===== src/rtl/alu_share_pkg.sv =====
// Shared definitions for the two-requester ALU arbiter: opcodes, FSM states, default widths.
package alu_share_pkg;

  localparam int W_DEFAULT   = 4;
  localparam int OPW_DEFAULT = 4;

  localparam logic [3:0] OP_ADD  = 4'd0;
  localparam logic [3:0] OP_SUB  = 4'd1;
  localparam logic [3:0] OP_AND  = 4'd2;
  localparam logic [3:0] OP_OR   = 4'd3;
  localparam logic [3:0] OP_NOTA = 4'd4;
  localparam logic [3:0] OP_NAND = 4'd5;
  localparam logic [3:0] OP_SHL  = 4'd6;
  localparam logic [3:0] OP_SHR  = 4'd7;
  localparam logic [3:0] OP_XOR  = 4'd8;
  localparam logic [3:0] OP_XNOR = 4'd9;

  typedef enum logic [1:0] {
    IDLE = 2'd0,
    EXEC = 2'd1,
    RESP = 2'd2
  } state_t;

endpackage


===== src/rtl/alu_share_core.sv =====
// Combinational 4-bit ALU: result plus carry/borrow, zero and negative flags.
module alu_share_core
  import alu_share_pkg::*;
#(
  parameter int W   = W_DEFAULT,
  parameter int OPW = OPW_DEFAULT
) (
  input  logic [W-1:0]   a,
  input  logic [W-1:0]   b,
  input  logic [OPW-1:0] op,
  output logic [W-1:0]   y,
  output logic           c,
  output logic           z,
  output logic           n
);

  logic [W:0] sum;
  logic       borrow;
  logic       shift_oob;

  assign sum       = {1'b0, a} + {1'b0, b};
  assign borrow    = (b > a);
  assign shift_oob = (b >= W'(W));

  always_comb begin
    y = '0;
    c = 1'b0;
    n = 1'b0;
    case (op)
      OP_ADD: begin
        y = sum[W-1:0];
        c = sum[W];
      end
      OP_SUB: begin
        y = a - b;
        c = borrow;
        n = borrow;
      end
      OP_AND:  y = a & b;
      OP_OR:   y = a | b;
      OP_NOTA: y = ~a;
      OP_NAND: y = ~(a & b);
      OP_SHL:  y = shift_oob ? '0 : (a << b);
      OP_SHR:  y = shift_oob ? '0 : (a >> b);
      OP_XOR:  y = a ^ b;
      OP_XNOR: y = ~(a ^ b);
      default: y = '0;
    endcase
  end

  // Undefined opcodes never report zero even though their result is 0.
  assign z = (op <= OP_XNOR) && (y == '0);

endmodule


===== src/rtl/alu_share_arbiter.sv =====
// Round-robin arbiter sharing one ALU between two valid/ready requesters.
// Optional flag registers are enabled with `define ALU_ARB_FLAGS_EN.
module alu_share_arbiter
  import alu_share_pkg::*;
#(
  parameter int W   = W_DEFAULT,
  parameter int OPW = OPW_DEFAULT
) (
  input  logic           clk,
  input  logic           rst,
  input  logic           req0_valid,
  output logic           req0_ready,
  input  logic [W-1:0]   req0_a,
  input  logic [W-1:0]   req0_b,
  input  logic [OPW-1:0] req0_op,
  input  logic           req1_valid,
  output logic           req1_ready,
  input  logic [W-1:0]   req1_a,
  input  logic [W-1:0]   req1_b,
  input  logic [OPW-1:0] req1_op,
  output logic           rsp_valid,
  input  logic           rsp_ready,
  output logic           rsp_id,
  output logic [W-1:0]   rsp_y,
  output logic           rsp_c,
  output logic           rsp_z,
  output logic           rsp_n,
  output logic           busy
);

  state_t         state_q, state_d;
  logic           last_grant_q;
  logic           grant_id;
  logic           any_valid;
  logic           accept;
  logic [W-1:0]   lat_a, lat_b;
  logic [OPW-1:0] lat_op;
  logic           lat_id;
  logic [W-1:0]   alu_y;
  logic           alu_c, alu_z, alu_n;

  // On contention the requester that did not win last time is granted.
  always_comb begin
    any_valid = req0_valid | req1_valid;
    grant_id  = 1'b0;
    if (req0_valid && req1_valid) grant_id = ~last_grant_q;
    else if (req1_valid)          grant_id = 1'b1;
  end

  assign accept     = (state_q == IDLE) && any_valid;
  assign req0_ready = accept && !grant_id;
  assign req1_ready = accept && grant_id;
  assign busy       = (state_q != IDLE);

  always_ff @(posedge clk or posedge rst) begin
    if (rst) state_q <= IDLE;
    else     state_q <= state_d;
  end

  always_comb begin
    state_d = state_q;
    case (state_q)
      IDLE:    if (accept) state_d = EXEC;
      EXEC:    state_d = RESP;
      RESP:    if (rsp_ready) state_d = IDLE;
      default: state_d = IDLE;
    endcase
  end

  always_ff @(posedge clk or posedge rst) begin
    if (rst) begin
      last_grant_q <= 1'b1;
      lat_a        <= '0;
      lat_b        <= '0;
      lat_op       <= '0;
      lat_id       <= 1'b0;
    end else if (accept) begin
      last_grant_q <= grant_id;
      lat_a        <= grant_id ? req1_a  : req0_a;
      lat_b        <= grant_id ? req1_b  : req0_b;
      lat_op       <= grant_id ? req1_op : req0_op;
      lat_id       <= grant_id;
    end
  end

  alu_share_core #(.W(W), .OPW(OPW)) u_core (
    .a  (lat_a),
    .b  (lat_b),
    .op (lat_op),
    .y  (alu_y),
    .c  (alu_c),
    .z  (alu_z),
    .n  (alu_n)
  );

  // Response registers load only in EXEC, so they hold while back-pressured.
  always_ff @(posedge clk or posedge rst) begin
    if (rst) begin
      rsp_valid <= 1'b0;
      rsp_id    <= 1'b0;
      rsp_y     <= '0;
    end else if (state_q == EXEC) begin
      rsp_valid <= 1'b1;
      rsp_id    <= lat_id;
      rsp_y     <= alu_y;
    end else if (state_q == RESP && rsp_ready) begin
      rsp_valid <= 1'b0;
    end
  end

`ifdef ALU_ARB_FLAGS_EN
  logic flag_c_q, flag_z_q, flag_n_q;

  always_ff @(posedge clk or posedge rst) begin
    if (rst) begin
      flag_c_q <= 1'b0;
      flag_z_q <= 1'b0;
      flag_n_q <= 1'b0;
    end else if (state_q == EXEC) begin
      flag_c_q <= alu_c;
      flag_z_q <= alu_z;
      flag_n_q <= alu_n;
    end
  end

  assign rsp_c = flag_c_q;
  assign rsp_z = flag_z_q;
  assign rsp_n = flag_n_q;
`else
  logic flags_unused;

  assign flags_unused = alu_c ^ alu_z ^ alu_n;
  assign rsp_c = 1'b0;
  assign rsp_z = 1'b0;
  assign rsp_n = 1'b0;
`endif

endmodule


===== config.mk =====
export PLATFORM = sky130hd
export DESIGN_NAME = alu_share_arbiter
export DESIGN_NICKNAME = d
export VERILOG_FILES = /design/src/rtl/alu_share_pkg.sv /design/src/rtl/alu_share_core.sv /design/src/rtl/alu_share_arbiter.sv
export SDC_FILE = /design/constraint.sdc
export NUM_CORES = 1
export LEC_CHECK = 0
export CORE_ASPECT_RATIO = 1.25
export CORE_MARGIN = 4
export CORE_UTILIZATION = 55
export DETAILED_ROUTE_END_ITERATION = 6
export DONT_BUFFER_PORTS = 1
export PLACE_DENSITY = 0.71
export SLEW_MARGIN = 20
export SYNTH_ARGS = -nofsm -noshare
export SYNTH_HDL_FRONTEND = slang
export SYNTH_SLANG_ARGS = --single-unit

===== constraint.sdc =====
create_clock -name clk -period 7.4 [get_ports clk]
set_input_delay 0.74 -clock clk [delete_from_list [all_inputs] [get_ports clk]]
set_output_delay 0.74 -clock clk [all_outputs]
set_load 0.005 [all_outputs]

==> impl_metrics.env <==
export IMPL_synth_seq_cells=22
export IMPL_yosysMostFrequentCell="inv_1"
export IMPL_synth_edf_count=0
export IMPL_r2r_start="lat_op[0]"
export IMPL_finalPower_w=0.0008942
export IMPL_ant_nets=0
export IMPL_clk_pin_slew_ps=120
export IMPL_slew_headroom_pct=30.87
export IMPL_initial_utilization_pct=59.17
export IMPL_cp_endpoint="rsp_y[3]"
export IMPL_grt_max_degree=23
export IMPL_setup_tns_ps=0
export IMPL_min_path_type="input port to async pin"
export IMPL_clock_sinks=22
export IMPL_worst_ep_arrival_time_ps=3030
export IMPL_drt_total_wl_um=4077
export IMPL_fp_dieH_um=71.82
export IMPL_fp_coreArea_mm2=0.003028
export IMPL_drt_vias_per_instance=6.522
export IMPL_hold_viol=0
export IMPL_rows=22
export IMPL_post_cts_buffers=0
export IMPL_clock_latency_ps=310
export IMPL_fin_cells=224
export IMPL_synthDominantCellAreaShare_pct=29.33
export IMPL_place_hpwl_um=3137
export IMPL_maxCapViolCount=0
export IMPL_crit_type="flip-flop to flip-flop"
export IMPL_grt_ovfl_total=0
export IMPL_async_flop_share_pct=100.0
export IMPL_io_buffer_count=0
export IMPL_grt_usage_pct=20.73
export IMPL_fmax_mhz=361.4
export IMPL_cts_resized_gates=0
export IMPL_htreeDepth=1
export IMPL_final_util_pct=58.60
export IMPL_clk_path_buf_depth=2
export IMPL_final_nets=232
export IMPL_synth_largest_area_cell="dfrtp_1"
export IMPL_setup_violations=0
export IMPL_synth_distinct_cells=51
export IMPL_antenna_found_initial=0
export IMPL_power_density_mw_per_mm2=504.0
export IMPL_avgSynthCellArea_um2=9.049
export IMPL_grt_pass1_vias=1472
export IMPL_cts_buffers=3
export IMPL_worst_setup_path_start_kind="flip-flop"
export IMPL_io_pins=41
export IMPL_synth_seq_area_share_pct=30.80
export IMPL_routabilityCongestion=0.9729
export IMPL_synth_common_cells="inv_1 (29), dfrtp_1 (21), ha_1 (13)"
export IMPL_yosys_top_cells_area="dfrtp_1 (29%), ha_1 (9.1%), a222oi_1 (6.7%)"
export IMPL_insertedDiodeCount=0
export IMPL_placedCellCount=220
export IMPL_cts_tree="yes"
export IMPL_outcome="complete, no violations"
export IMPL_rsz0062_at_grt="false"
export IMPL_nFillCells=271
export IMPL_timing_rr_end="rsp_y[3]"
export IMPL_hold_buffers=0
export IMPL_critPathLaunch="lat_op[0]"
export IMPL_worstSetupEndpointType="flip-flop"
export IMPL_yosysWarnings=0
export IMPL_synth_ff_type="dfrtp_1"
export IMPL_synthesis_instances=198
export IMPL_die_w_um=59.05
export IMPL_die_area_mm2=0.004241
export IMPL_vias=1461
export IMPL_route_detailed_drc=0
export IMPL_reg2reg_depth=9
export IMPL_syn2layout_area_growth_pct=-0.9777
export IMPL_crit_required_ps=7660
export IMPL_wl_per_cell_um=18.20
export IMPL_worst_pin_slew_ps=1030
export IMPL_firstDrtPassIters=7
export IMPL_clockRootBuffer="clkbuf_4"
export IMPL_r2r_setup_slack_ps=4630
export IMPL_skew_ps=0.7433
export IMPL_worst_path_max_fanout=20
export IMPL_slew_viol_final=0
export IMPL_final_layout_size_suffix_gt1_share_pct=5.851
export IMPL_fin_crit_ps=2767
export IMPL_syn_area_mm2=0.001792
export IMPL_finalCritPeriodShare_pct=37.39
export IMPL_p_leak_nw=0.8488
export IMPL_dr_first_iter_drc_count=94
export IMPL_grt_pass1_wl_um=6893
export IMPL_max_vdd_ir_drop_mv=0.3259
==> registers in the layout (all words and copies together) (netlist names) <==
signal,cells
last_grant_q,1
lat_a,4
lat_b,4
lat_id,1
lat_op,4
rsp_id,1
rsp_valid,1
rsp_y,4
state_q,2
==> layout make-up <==
cell class / instances / area, µm² / area share [%]
flip-flops and latches: 22 / 551.8 / 31.10
multi-input cells: 133 / 1032 / 58.18
well taps: 36 / 45.04 / 2.539
inverters: 29 / 108.9 / 6.135
clock buffers: 4 / 36.28 / 2.045
==> power by group <==
group | internal, W | leakage [nW] | switching (W) | total, W
logic | 0.000255 | 0.556 | 0.000269 | 0.000524
registers | 0.000177 | 0.272 | 0.000127 | 0.000304
clock network | 0.0000301 | 0.0210 | 0.0000365 | 0.0000666
==> per-stage QoR <==
stage               setup WS [ps]  hold WS, ps  area, µm²
finish                       4633        451.2       1774
floorplan                    4960        439.5       1799
CTS                          4626        474.0       1774
global placement             4781        452.5       1738
global route                 4402        514.4       1774
detailed placement           4657        473.5       1738
==> worst max-delay path: stages (launching register included) <==
cell and delay (ps):
dfrtp_1 840, nand2b_4 90, nor2_1 180, mux2i_1 320, ha_1 280, nor2b_1 130
o21a_1 170, or4_1 400, mux2i_1 130, o32a_2 170
==> how the worst min path moves through the flow <==
stage                start  endpoint  slack, ps  cells past startpoint
floorplan           lat_id    rsp_id        440                      2
global placement    lat_id    rsp_id        450                      2
detailed placement  lat_id    lat_id        470                      1
CTS                    rst    lat_id        470                      1
global route           rst    lat_id        510                      1
finish                 rst    lat_id        450                      1
==> logic make-up after synthesis <==
family	count (synthesis)	share of synthesized area, %
AOI/OAI and AO/OA	53	23.46
and+or+nand+nor	48	15.43
other	1	0.2093
buffers and inverters	45	12.01
muxes	8	4.469
xor gates and xnor gates	7	3.422
adders and majority gates	14	10.20
DFF	22	30.80
==> metal layers <==
layer	up-vias	GRT usage (%)	wire length, µm
met5	-	0	0
met2	61	35.26	2109
met3	11	2.523	255
met1	691	25.70	1605
met4	0	9.320	106
li1	698	-	-
==> cell usage in the layout, fill, tap and decap left out, drive strengths merged, types with 7 or more instances in the layout <==
cell type and n:
a21oi 8, a222oi 12, dfrtp 21, ha 13, inv 29, mux2i 8, nand2 7, nor2 12
nor3 7
(Power assumes the default switching activity.)
